[src/rtl/ctrl_seq_pkg.sv]
// Shared types and constants for the accumulator-CPU control sequencer:
// state encoding, opcode values, ALU operation codes and the decoded
// instruction class used between the decoder and the sequencer.
package ctrl_seq_pkg;

  // Sequencer states; the encoding is exported on o_state for debug.
  typedef enum logic [3:0] {
    FETCH_A = 4'd0,
    FETCH_M = 4'd1,
    FETCH_I = 4'd2,
    DECODE  = 4'd3,
    EXEC_A  = 4'd4,
    EXEC_M  = 4'd5,
    EXEC_W  = 4'd6,
    INC     = 4'd7,
    JUMP    = 4'd8,
    HALT    = 4'd9
  } state_e;

  // Opcode values (upper OPC_W bits of IR).
  localparam int unsigned OP_NOP = 0;
  localparam int unsigned OP_LDA = 1;
  localparam int unsigned OP_ADD = 2;
  localparam int unsigned OP_SUB = 3;
  localparam int unsigned OP_STA = 4;
  localparam int unsigned OP_JMP = 5;
  localparam int unsigned OP_JZ  = 6;
  localparam int unsigned OP_HLT = 7;

  // ALU control values.
  localparam int unsigned ALU_PASS = 0;
  localparam int unsigned ALU_ADD  = 1;
  localparam int unsigned ALU_SUB  = 2;

  // Instruction class: what the sequencer needs to know to route the
  // instruction after DECODE. ADD and SUB share a class and differ only in
  // the ALU op carried alongside.
  typedef enum logic [2:0] {
    CLS_NOP,
    CLS_LOAD,
    CLS_ALU,
    CLS_STORE,
    CLS_JMP,
    CLS_JZ,
    CLS_HALT,
    CLS_ILLEGAL
  } op_class_e;

endpackage

[src/rtl/ctrl_seq_decode.sv]
// Combinational opcode decoder: maps the opcode field onto an instruction
// class, the ALU operation for EXEC_W and an illegal-opcode flag. Any value
// beyond the eight defined opcodes (only reachable when OPC_W > 3) is illegal.
module ctrl_seq_decode
  import ctrl_seq_pkg::*;
#(
  parameter int OPC_W    = 3,
  parameter int ALU_OP_W = 2
) (
  input  logic [OPC_W-1:0]    i_opc,
  output op_class_e           o_cls,
  output logic [ALU_OP_W-1:0] o_alu_op,
  output logic                o_illegal
);

  logic [31:0] w_opc_val;

  assign w_opc_val = 32'(i_opc);

  // Opcode lookup; unlisted values fall through to the illegal defaults.
  always_comb begin
    // NOTE: every output gets a default before the case so no path leaves
    // a signal unassigned, which would otherwise infer a latch.
    o_cls     = CLS_ILLEGAL;
    o_alu_op  = ALU_OP_W'(ALU_PASS);
    o_illegal = 1'b1;
    case (w_opc_val)
      OP_NOP: begin o_cls = CLS_NOP;   o_illegal = 1'b0; end
      OP_LDA: begin o_cls = CLS_LOAD;  o_illegal = 1'b0; end
      OP_ADD: begin
        o_cls     = CLS_ALU;
        o_alu_op  = ALU_OP_W'(ALU_ADD);
        o_illegal = 1'b0;
      end
      OP_SUB: begin
        o_cls     = CLS_ALU;
        o_alu_op  = ALU_OP_W'(ALU_SUB);
        o_illegal = 1'b0;
      end
      OP_STA: begin o_cls = CLS_STORE; o_illegal = 1'b0; end
      OP_JMP: begin o_cls = CLS_JMP;   o_illegal = 1'b0; end
      OP_JZ:  begin o_cls = CLS_JZ;    o_illegal = 1'b0; end
      OP_HLT: begin o_cls = CLS_HALT;  o_illegal = 1'b0; end
      default: ;
    endcase
  end

endmodule

[src/rtl/ctrl_seq.sv]
// Multi-cycle control sequencer for the PC/MAR/MDR/IR/ACC accumulator
// datapath. Moore-style outputs decoded from the registered state; the only
// input-qualified strobes are the memory-completion ones (ld_mdr, mem_we),
// the DECODE-cycle illegal pulse, and the HALT exit on i_run.
module ctrl_seq
  import ctrl_seq_pkg::*;
#(
  parameter int BITS     = 8,
  parameter int OPC_W    = 3,
  parameter int ALU_OP_W = 2
) (
  input  logic                i_clk,
  input  logic                i_rst,
  input  logic [BITS-1:0]     i_opcode,
  input  logic                i_acc_zero,
  input  logic                i_mem_ready,
  input  logic                i_run,
  output logic                o_ld_mdr,
  output logic                o_ld_mar,
  output logic                o_ld_ir,
  output logic                o_ld_pc,
  output logic                o_ld_acc,
  output logic                o_mem_we,
  output logic                o_mux_ir_p1,
  output logic                o_mux_mdr_alur,
  output logic                o_mux_pc_ird,
  output logic [ALU_OP_W-1:0] o_alu_ctrl,
  output logic                o_halted,
  output logic                o_illegal,
  output logic [3:0]          o_state
);

  state_e              r_state;
  op_class_e           r_cls;
  logic [ALU_OP_W-1:0] r_alu_op;

  state_e              w_next;
  op_class_e           w_cls;
  logic [ALU_OP_W-1:0] w_alu_op;
  logic                w_dec_illegal;
  logic [OPC_W-1:0]    w_opc;
  logic                w_unused_operand;

  logic w_ld_mdr, w_ld_mar, w_ld_ir, w_ld_pc, w_ld_acc, w_mem_we;
  logic w_mux_ir_p1, w_mux_mdr_alur, w_mux_pc_ird;
  logic w_halted, w_illegal;
  logic [ALU_OP_W-1:0] w_alu_ctrl;

  assign w_opc = i_opcode[BITS-1 -: OPC_W];
  // Operand bits feed the PC/MAR muxes in the datapath, not the sequencer.
  assign w_unused_operand = ^i_opcode[BITS-OPC_W-1:0];

  ctrl_seq_decode #(
    .OPC_W    (OPC_W),
    .ALU_OP_W (ALU_OP_W)
  ) u_decode (
    .i_opc     (w_opc),
    .o_cls     (w_cls),
    .o_alu_op  (w_alu_op),
    .o_illegal (w_dec_illegal)
  );

  // State register plus the opcode class/ALU op captured in DECODE, so later
  // states ignore any change on i_opcode.
  always_ff @(posedge i_clk) begin
    // NOTE: sequential state uses non-blocking assignments so every register
    // samples pre-edge values regardless of statement order.
    if (i_rst) begin
      r_state  <= FETCH_A;
      // NOTE: the captured class is reset too, so EXEC states can never act
      // on stale contents even if reached through an unexpected path.
      r_cls    <= CLS_NOP;
      r_alu_op <= '0;
    end else begin
      r_state <= w_next;
      if (r_state == DECODE) begin
        r_cls    <= w_cls;
        r_alu_op <= w_alu_op;
      end
    end
  end

  // Next-state and output decode; everything is held at 0 while in reset.
  always_comb begin
    w_next         = r_state;
    w_ld_mdr       = 1'b0;
    w_ld_mar       = 1'b0;
    w_ld_ir        = 1'b0;
    w_ld_pc        = 1'b0;
    w_ld_acc       = 1'b0;
    w_mem_we       = 1'b0;
    w_mux_ir_p1    = 1'b0;
    w_mux_mdr_alur = 1'b0;
    w_mux_pc_ird   = 1'b0;
    w_alu_ctrl     = ALU_OP_W'(ALU_PASS);
    w_halted       = 1'b0;
    w_illegal      = 1'b0;
    if (!i_rst) begin
      case (r_state)
        FETCH_A: begin
          w_ld_mar = 1'b1;
          w_next   = FETCH_M;
        end
        FETCH_M: begin
          if (i_mem_ready) begin
            w_ld_mdr = 1'b1;
            w_next   = FETCH_I;
          end
        end
        FETCH_I: begin
          w_ld_ir = 1'b1;
          w_next  = DECODE;
        end
        DECODE: begin
          case (w_cls)
            CLS_NOP:     w_next = INC;
            CLS_LOAD,
            CLS_ALU,
            CLS_STORE:   w_next = EXEC_A;
            CLS_JMP:     w_next = JUMP;
            CLS_JZ:      w_next = i_acc_zero ? JUMP : INC;
            CLS_HALT:    w_next = HALT;
            default: begin
              w_illegal = w_dec_illegal;
              w_next    = INC;
            end
          endcase
        end
        EXEC_A: begin
          w_mux_pc_ird = 1'b1;
          w_ld_mar     = 1'b1;
          w_next       = EXEC_M;
        end
        EXEC_M: begin
          if (i_mem_ready) begin
            if (r_cls == CLS_STORE) begin
              w_mem_we = 1'b1;
              w_next   = INC;
            end else begin
              w_ld_mdr = 1'b1;
              w_next   = EXEC_W;
            end
          end
        end
        EXEC_W: begin
          w_ld_acc       = 1'b1;
          w_mux_mdr_alur = (r_cls == CLS_ALU);
          w_alu_ctrl     = r_alu_op;
          w_next         = INC;
        end
        INC: begin
          w_ld_pc = 1'b1;
          w_next  = FETCH_A;
        end
        JUMP: begin
          w_mux_ir_p1 = 1'b1;
          w_ld_pc     = 1'b1;
          w_next      = FETCH_A;
        end
        HALT: begin
          w_halted = 1'b1;
          if (i_run) w_next = INC;
        end
        default: w_next = FETCH_A;
      endcase
    end
  end

  assign o_ld_mdr       = w_ld_mdr;
  assign o_ld_mar       = w_ld_mar;
  assign o_ld_ir        = w_ld_ir;
  assign o_ld_pc        = w_ld_pc;
  assign o_ld_acc       = w_ld_acc;
  assign o_mem_we       = w_mem_we;
  assign o_mux_ir_p1    = w_mux_ir_p1;
  assign o_mux_mdr_alur = w_mux_mdr_alur;
  assign o_mux_pc_ird   = w_mux_pc_ird;
  assign o_alu_ctrl     = w_alu_ctrl;
  assign o_halted       = w_halted;
  assign o_illegal      = w_illegal;
  assign o_state        = r_state;

endmodule

[config.mk]
export PLATFORM = sky130hd
export DESIGN_NAME = ctrl_seq
export DESIGN_NICKNAME = d
export VERILOG_FILES = /design/src/rtl/ctrl_seq_pkg.sv /design/src/rtl/ctrl_seq_decode.sv /design/src/rtl/ctrl_seq.sv
export SDC_FILE = /design/constraint.sdc
export NUM_CORES = 1
export LEC_CHECK = 0
export BUFFER_PORTS_ARGS = -buffer_cell sky130_fd_sc_hd__clkbuf_2
export CORE_MARGIN = 2
export CORE_UTILIZATION = 45
export DETAILED_ROUTE_END_ITERATION = 16
export PLACE_DENSITY_LB_ADDON = 0.15
export SLEW_MARGIN = 20
export SYNTH_ARGS = -nofsm -noshare
export SYNTH_HDL_FRONTEND = slang
export SYNTH_SLANG_ARGS = --single-unit
[constraint.sdc]
create_clock -name i_clk -period 2.1 [get_ports i_clk]
set_input_delay 0.21 -clock i_clk [delete_from_list [all_inputs] [get_ports i_clk]]
set_output_delay 0.21 -clock i_clk [all_outputs]
set_load 0.005 [all_outputs]
# Word level (Yosys, flattened, before mapping)

Cells that the tools add are included.

Register bits: 9
Input port bits: 13
Output and inout port bits: 17
Logic and storage cells: 80

Equal/unequal tests: 27
Multiplexer cells: 40
Reductions and logical operators: 10

Operator list:

| cell                 | count |
|---|---|
| $logic_not A32 Y1    | 1 |
| $pmux W4 S8          | 1 |
| $mux W1              | 29 |
| $eq A3 B3 Y1 const B | 7 |
| $pmux W3 S7          | 1 |
| $eq A3 B2 Y1 const B | 6 |
| $eq A4 B3 Y1 const B | 4 |
| $mux W4              | 4 |
| $pmux W4 S4          | 1 |
| $eq A4 B2 Y1 const B | 2 |
| $eq A4 B4 Y1 const B | 2 |
| $reduce_or A8 Y1     | 1 |
| $reduce_or A7 Y1     | 1 |
| $eq A3 B1 Y1 const B | 2 |
| $ne A2 B2 Y1 const B | 3 |
| $reduce_or A2 Y1     | 3 |
| $eq A4 B1 Y1 const B | 1 |
| $logic_not A4 Y1     | 1 |
| $mux W2              | 2 |
| $pmux W2 S2          | 1 |
| $logic_not A3 Y1     | 1 |
| $reduce_and A3 Y1    | 1 |
| $reduce_or A3 Y1     | 1 |
| $pmux W1 S2          | 1 |

# Longest topological paths before layout

Gate-level depths: netlist of run 1.

Depth after elaboration: 8
Depth in mapped cells: 5
Depth with buffers taken out: 4

# Modules after synthesis

Synthesis of run 1 repeated with hierarchy kept, for this count alone.

Cells, all modules: 98
Area, all modules: 747.0 sq um

Modules (own cells, without submodules):

| module          | instances | cells each | area each (sq um) | seq. area each (sq um) |
|---|---|---|---|---|
| ctrl_seq        | 1         | 89         | 684.4             | 180.2 |
| ctrl_seq_decode | 1         | 9          | 62.6              | 0.0 |

# Least setup slack after synthesis of run 1

OpenSTA, ideal clock, no wires.

Path type: register to output
Start point: register r_state[1], in the netlist o_state[1]
End point: output port o_ld_mdr
Arrival: 1.191 ns
Data required time: 1.890 ns
Slack: 0.699 ns
Cell stages (with the launch flop): 5
Path buffers: 1
Cells stage by stage: dfxtp_1 buf_2 nand2b_1 or4_1 nor2b_1

Word-level cells in the longest chain between the ends: 3
Elaborated cells on any way between the ends: 4
Those cells by class: 2 x eq/ne; 2 x mux

Ends and longest elaborated chain:

| item                                                | line           | RTL |
|---|---|---|
| start, declared                                     | ctrl_seq.sv:33 | `state_e r_state;` |
| start signal, assigned                              | ctrl_seq.sv:75 | `r_state <= w_next;` |
| $eq A4 B3 Y1 / $eq A4 B1 Y1 (equally long branches) | ctrl_seq.sv:99 | `case (r_state)` |
| $pmux W1 S2 (*)                                     | ctrl_seq.sv:99 |  |
| $mux W1 (*)                                         | ctrl_seq.sv:98 | `if (!i_rst) begin` |
| end, declared                                       | ctrl_seq.sv:18 | `output logic o_ld_mdr,` |

Every way passes the cells marked *; elsewhere a longest branch is shown, timed or not.

# Final worst setup path of run 1

Start point: register r_state[3], in the netlist o_state[3]
End point: output port o_ld_pc

Word-level cells in the longest chain between the ends: 4
Elaborated cells on any way between the ends: 5
Those cells by class: 2 x eq/ne; 2 x mux; 1 x reduce/logical

Ends and longest elaborated chain:

| item                                                | line           | RTL |
|---|---|---|
| $eq A4 B4 Y1 / $eq A4 B3 Y1 (equally long branches) | ctrl_seq.sv:99 |  |
| $reduce_or A2 Y1 (no source line) (*)               | -              |  |
| $mux W1 (*)                                         | ctrl_seq.sv:99 |  |
| $mux W1 (*)                                         | ctrl_seq.sv:98 |  |
| end, declared                                       | ctrl_seq.sv:21 | `output logic o_ld_pc,` |

Marks and branches as above.

==> out/metrics.cfg, run 1 <==
[global_routing]
antenna_found_initial = 0
grt_max_degree = 18
grt_util_all_layers_pct = 19.32
grt_overflow = 0
grt_pass1_wl_mm = 2.856
grt_pass1_vias = 645

[cells_and_area]
layout_commonest_cell = clkbuf_2
final_cell_mix = clkbuf_2 (23), nor2_1 (15), a21oi_1 (8), dfxtp_1 (8), nand2_1 (6)
final_area_sq_um = 857.1
fill_cells = 163
num_antenna_cells = 0
area_growth_syn_to_layout_pct = 13.04
multi_input_area_sq_um = 503.0
ff_latch_area_sq_um = 181.4
drive_above_1_share_pct = 26.67
instances_no_fill = 136
final_util_pct = 55.60
final_nets = 134

[worst_setup_path]
r2r_start = o_state[2]
critPathCaptureType = primary output
slowest_delay_ns = 0.63
cpMaxStageDelayCell = dfxtp_1
critPathBufInv = 1
crit_type = register to primary output
cp.arrival_ns = 1.74
critPathTopFamily = flip-flops
crit_start = o_state[3]
crit_chain = nand2b_1 > or3_1 > a21oi_1 > clkbuf_2
cp_data_required_time_ns = 1.89
crit_fanout = 17
start_kind = register

[placement]
hpwl_mm = 1.227
dpl_cell_area_sq_um = 829.5
port-buffer-count = 23
place_inst = 132
dp_worst_setup_slack_ns = 0.3931
gp_congestion = 0.8727

[run_status]
status = finished, final reports clean

[timing]
slew_headroom_pct = 66.09
rsz0062_at_grt = false
drv_slew = 0
layout_setup_ws_ns = 0.1511
max_freq_ghz = 0.5131
setup_tns_ns = 0
tightest_slew_ns = 0.5079
fin_hold_ws_ns = 0.3036
hold_viol = 0
period_minus_slack_ns = 1.949
fin_skew_ns = 0.01282
finalSetupViolations = 0
period_share_pct = 92.80

[synthesis]
ys.flop_type = dfxtp_1
avgSynthCellArea_sq_um = 7.434
yosys_warnings = 0
async_flop_share_pct = 0
synth_seq_cells = 9
synth.yosys.seq_area_share_pct = 23.76
synth_edf_count = 0
syn_inst = 102
ys_types = 42
netlist_area_sq_um = 758.2
synth_nets = 115

[floorplanning]
die_x_um = 45.05
std_cell_rows = 14
coreArea_sq_mm = 0.001541
dieArea_sq_mm = 0.002030
die_h_um = 45.05
ioPinCount = 30
start_util_pct = 49.19

[clocking]
cts_tree = done
cts.clk_slew.worst_paths_ns = 0.07
htreeDepth = 1
ctsHoldBuffers = 0
clockBufferDepth = 2
clkLatencyLatePin_ns = 0.27
clock-sinks = 9
cts_buffers = 3
cts_root_buffer = clkbuf_4

[route]
ant_nets = 0
drc = 0
finalWirelength_mm = 1.777
viasPerCell = 5.787
first_iter_violations = 40
vias = 787
wire_per_inst_um = 13.07
drtPass1Iterations = 4

[power_and_ir_drop]
power_mw = 0.7897
ir_drop_uv = 595.5
p_leak_nw = 0.3353
powerDensity_mw_per_mm2 = 921.3

[job]
maxCapViolCount = 0

[min_path]
hp-start = i_run
hold_class = primary input to register

final cells by class:
type / count / share of cell area [%]
multi-input cells: 81 / 58.69
flip-flops and latches: 9 / 21.17
repair buffers: 23 / 13.43
clock buffers: 4 / 3.066
well taps: 16 / 2.336
inverters: 3 / 1.314
power breakdown:
group          internal (mW)  switching (mW)  total, mW
combinational          0.160           0.189      0.348
sequential             0.209          0.0957      0.305
clock                 0.0732          0.0629      0.136
state kept, by name (all words and copies together), names as in the netlist:
signal / count
r_cls: 3
o_state: 4
r_alu_op: 2
final timing paths:
| kind | to | slack (ns) | cells after the start |
|---|---|---|---|
| setup / recovery | o_ld_pc | 0.15 | 4 |
| hold / removal | o_state[3] | 0.30 | 3 |
| setup reg to reg | o_state[0] | 0.52 | 4 |
| hold reg to reg | r_alu_op[1] | 0.45 | 2 |
worst register-to-register path, delay by kind of cell (launching register included):
kind	cells	cell delay, ns
AO/OA/AOI/OAI	1	0.09
AND/OR/NAND/NOR	3	0.70
flip-flops	1	0.64
Yosys cell counts (2+ instances only):
cell type | n | share of area (%)
clkbuf_1 | 2 | 0.99
nor2b_1 | 2 | 1.6
nand3b_1 | 2 | 2.0
nor4_1 | 4 | 3.3
buf_6 | 3 | 4.5
nand4b_1 | 2 | 2.3
nand2_1 | 6 | 3.0
a21oi_1 | 8 | 5.3
nand2b_1 | 4 | 3.3
nor2_1 | 15 | 7.4
dfxtp_1 | 9 | 24
buf_2 | 3 | 2.0
nor3_1 | 4 | 2.6
and2_1 | 4 | 3.3
a211oi_1 | 3 | 3.0
o21ai_0 | 3 | 2.0
inv_1 | 3 | 1.5
per-layer routing:
metal,vias up,global-route usage [%],wire [um]
li1,399,-,-
met2,34,27.71,773
met1,352,26.85,851
met3,2,7.600,142
met5,-,0,0
met4,0,5.294,9
timing repair:
action                     CTS  global route
resized for setup            0             1
setup endpoints to repair    0             1
buffers inserted             0             0
kinds of logic after synthesis:
kind of cell,after synthesis,synth area share (%)
XOR/XNOR,1,1.155
AO/OA/AOI/OAI,24,22.61
buffers and inverters,12,9.901
AND/OR/NAND/NOR,54,40.76
other,1,0.4946
multiplexers,1,1.320
flip-flops,9,23.76
(Power assumes the default switching activity.)
==> run 2, diff against run 1 <==
--- a/constraint.sdc
+++ b/constraint.sdc
@@ -3,2 +3,2 @@
 set_output_delay 0.21 -clock i_clk [all_outputs]
-set_load 0.005 [all_outputs]
+set_load 0.05 [all_outputs]
==> run 2 against run 1 <==
  * Sequential power shrank 4%
  * Via count grew 1.3%
  * Highest routed layer unchanged
  * Worst hold slack gained 0.0089 ns
==> out/metrics.cfg, run 2 (synthesis results as in run 1) <==
[global_routing]
grt_pass1_vias = 694  ; +7.6%
use_met3_pct = 8.400  ; +0.80 points
gr-usage-met1_pct = 28.68  ; +1.8 points
grt_max_degree = 16  ; -2
grt_use_met2_pct = 30.00  ; +2.3 points
antenna_found_initial = 0  ; unchanged
top_usage_layer = met2
grt_overflow = 0  ; unchanged
grt_util_all_layers_pct = 21.10  ; +1.8 points
grt_pass1_wl_mm = 3.056  ; +7.0%

[clocking]
post_cts_resized = 0  ; unchanged
cts.clk_slew.worst_paths_ns = 0.07  ; about the same
cts_tree = done
cts_buffers = 3  ; unchanged
clock-sinks = 9  ; unchanged
clockBufferDepth = 2  ; unchanged
ctsHoldBuffers = 0  ; unchanged
post_cts_buffers = 0  ; unchanged
htreeDepth = 1  ; unchanged
cts_root_buffer = clkbuf_4
clkLatencyLatePin_ns = 0.27  ; about the same

[route]
drc = 0  ; unchanged
drtPass1Iterations = 4  ; unchanged
viasPerCell = 5.734  ; -0.92%
ant_nets = 0  ; unchanged
wire_per_inst_um = 12.88  ; -1.4%
vias = 797  ; +1.3%
finalWirelength_mm = 1.790  ; +0.73%
first_iter_violations = 23  ; -43%

[worst_setup_path]
crit_fanout = 10  ; -7
crit_type = register to primary output
crit_start = o_state[0]
r2r_start = o_state[3]
critPathCaptureType = primary output
cp_data_required_time_ns = 1.89  ; about the same
cp.arrival_ns = 1.78  ; +0.04 ns
start_kind = register

[timing]
period_minus_slack_ns = 1.993  ; +0.04366 ns
rsz0062_at_grt = false
layout_setup_ws_ns = 0.1074  ; -0.04366 ns
drv_slew = 0  ; unchanged
fin_skew_ns = 0.006993  ; -0.005829 ns
finalSetupViolations = 0  ; unchanged
fin_hold_ws_ns = 0.3125  ; +0.008865 ns
period_share_pct = 94.88  ; +2.1 points
setup_tns_ns = 0  ; unchanged
max_freq_ghz = 0.5019  ; -2.2%
hold_viol = 0  ; unchanged

[cells_and_area]
drive_above_1_share_pct = 35.77  ; +9.1 points
final_nets = 137  ; +2.2%
instances_no_fill = 139  ; +2.2%
num_antenna_cells = 0  ; unchanged
area_growth_syn_to_layout_pct = 22.61
largest_register_ff_count = 4  ; unchanged
layout_commonest_cell = clkbuf_2
final_cell_mix = clkbuf_2 (23), nor2_1 (14), a21oi_1 (7), dfxtp_1 (7), nand2_1 (6)

[power_and_ir_drop]
power_mw = 0.9789  ; +24%
powerDensity_mw_per_mm2 = 1053  ; +14%
p_leak_nw = 0.3632  ; +8.3%
ir_drop_uv = 794.9  ; +33%

[floorplanning]
dieArea_sq_mm = 0.002030  ; unchanged
ioPinCount = 30  ; unchanged
std_cell_rows = 14  ; unchanged
start_util_pct = 49.19  ; unchanged
die_x_um = 45.05  ; unchanged
coreArea_sq_mm = 0.001541  ; unchanged
die_h_um = 45.05  ; unchanged

[placement]
place_inst = 135  ; +2.3%
dp_worst_setup_slack_ns = 0.4054  ; +0.01228 ns
hpwl_mm = 1.292  ; +5.3%
gp_congestion = 0.8182  ; -6.2%
port-buffer-count = 23  ; unchanged

[job]
maxCapViolCount = 0  ; unchanged

[run_status]
status = finished, final reports clean

[min_path]
hp-start = i_opcode[5]
hold_class = primary input to register

## run 2: metrics by stage
step	util (%)	cell area, sq um
6_report	60.31	929.6
3_3_place_gp	58.60	903.4
2_1_floorplan	-	809.5
4_1_cts	60.31	929.6
5_1_grt	60.31	929.6
3_5_place_dp	58.60	903.4
## run 2: worst paths after layout
check	cells past startpoint	slack, ns	to
worst max-delay path	4	0.11	o_ld_mdr
worst min-delay path	3	0.31	r_alu_op[1]
worst max register to register	5	0.52	r_alu_op[0]
worst min register to register	2	0.45	r_alu_op[1]
## run 2: area by class of cell
cell class	count	area, sq um
multi-input cells	81	551.8
well taps	16	20.02
fillers	147	611.8
flip-flops and latches	9	182.7
inverters	3	11.26
repair buffers	26	137.6
clock buffers	4	26.28
## run 2: routing by layer
layer  wire [um]  up-vias  share of wire (%)
li1            -      404                  -
met1         825      361                 46
met2         813       28                 45
met3         138        4                7.7
met4          12        0               0.67
met5           0        -                  0
## run 2: report_power, final
group	leakage (nW)	internal, mW	switching [mW]
combinational	0.274	0.182	0.363
clock	0.0150	0.0734	0.0665
sequential	0.0741	0.210	0.0836
## run 2: worst max-delay path, stage by stage, from the launching register on
cell and delay (ns):
dfxtp_1 0.50, nand2b_1 0.15, or4_1 0.47, nor2b_2 0.12, clkbuf_2 0.27
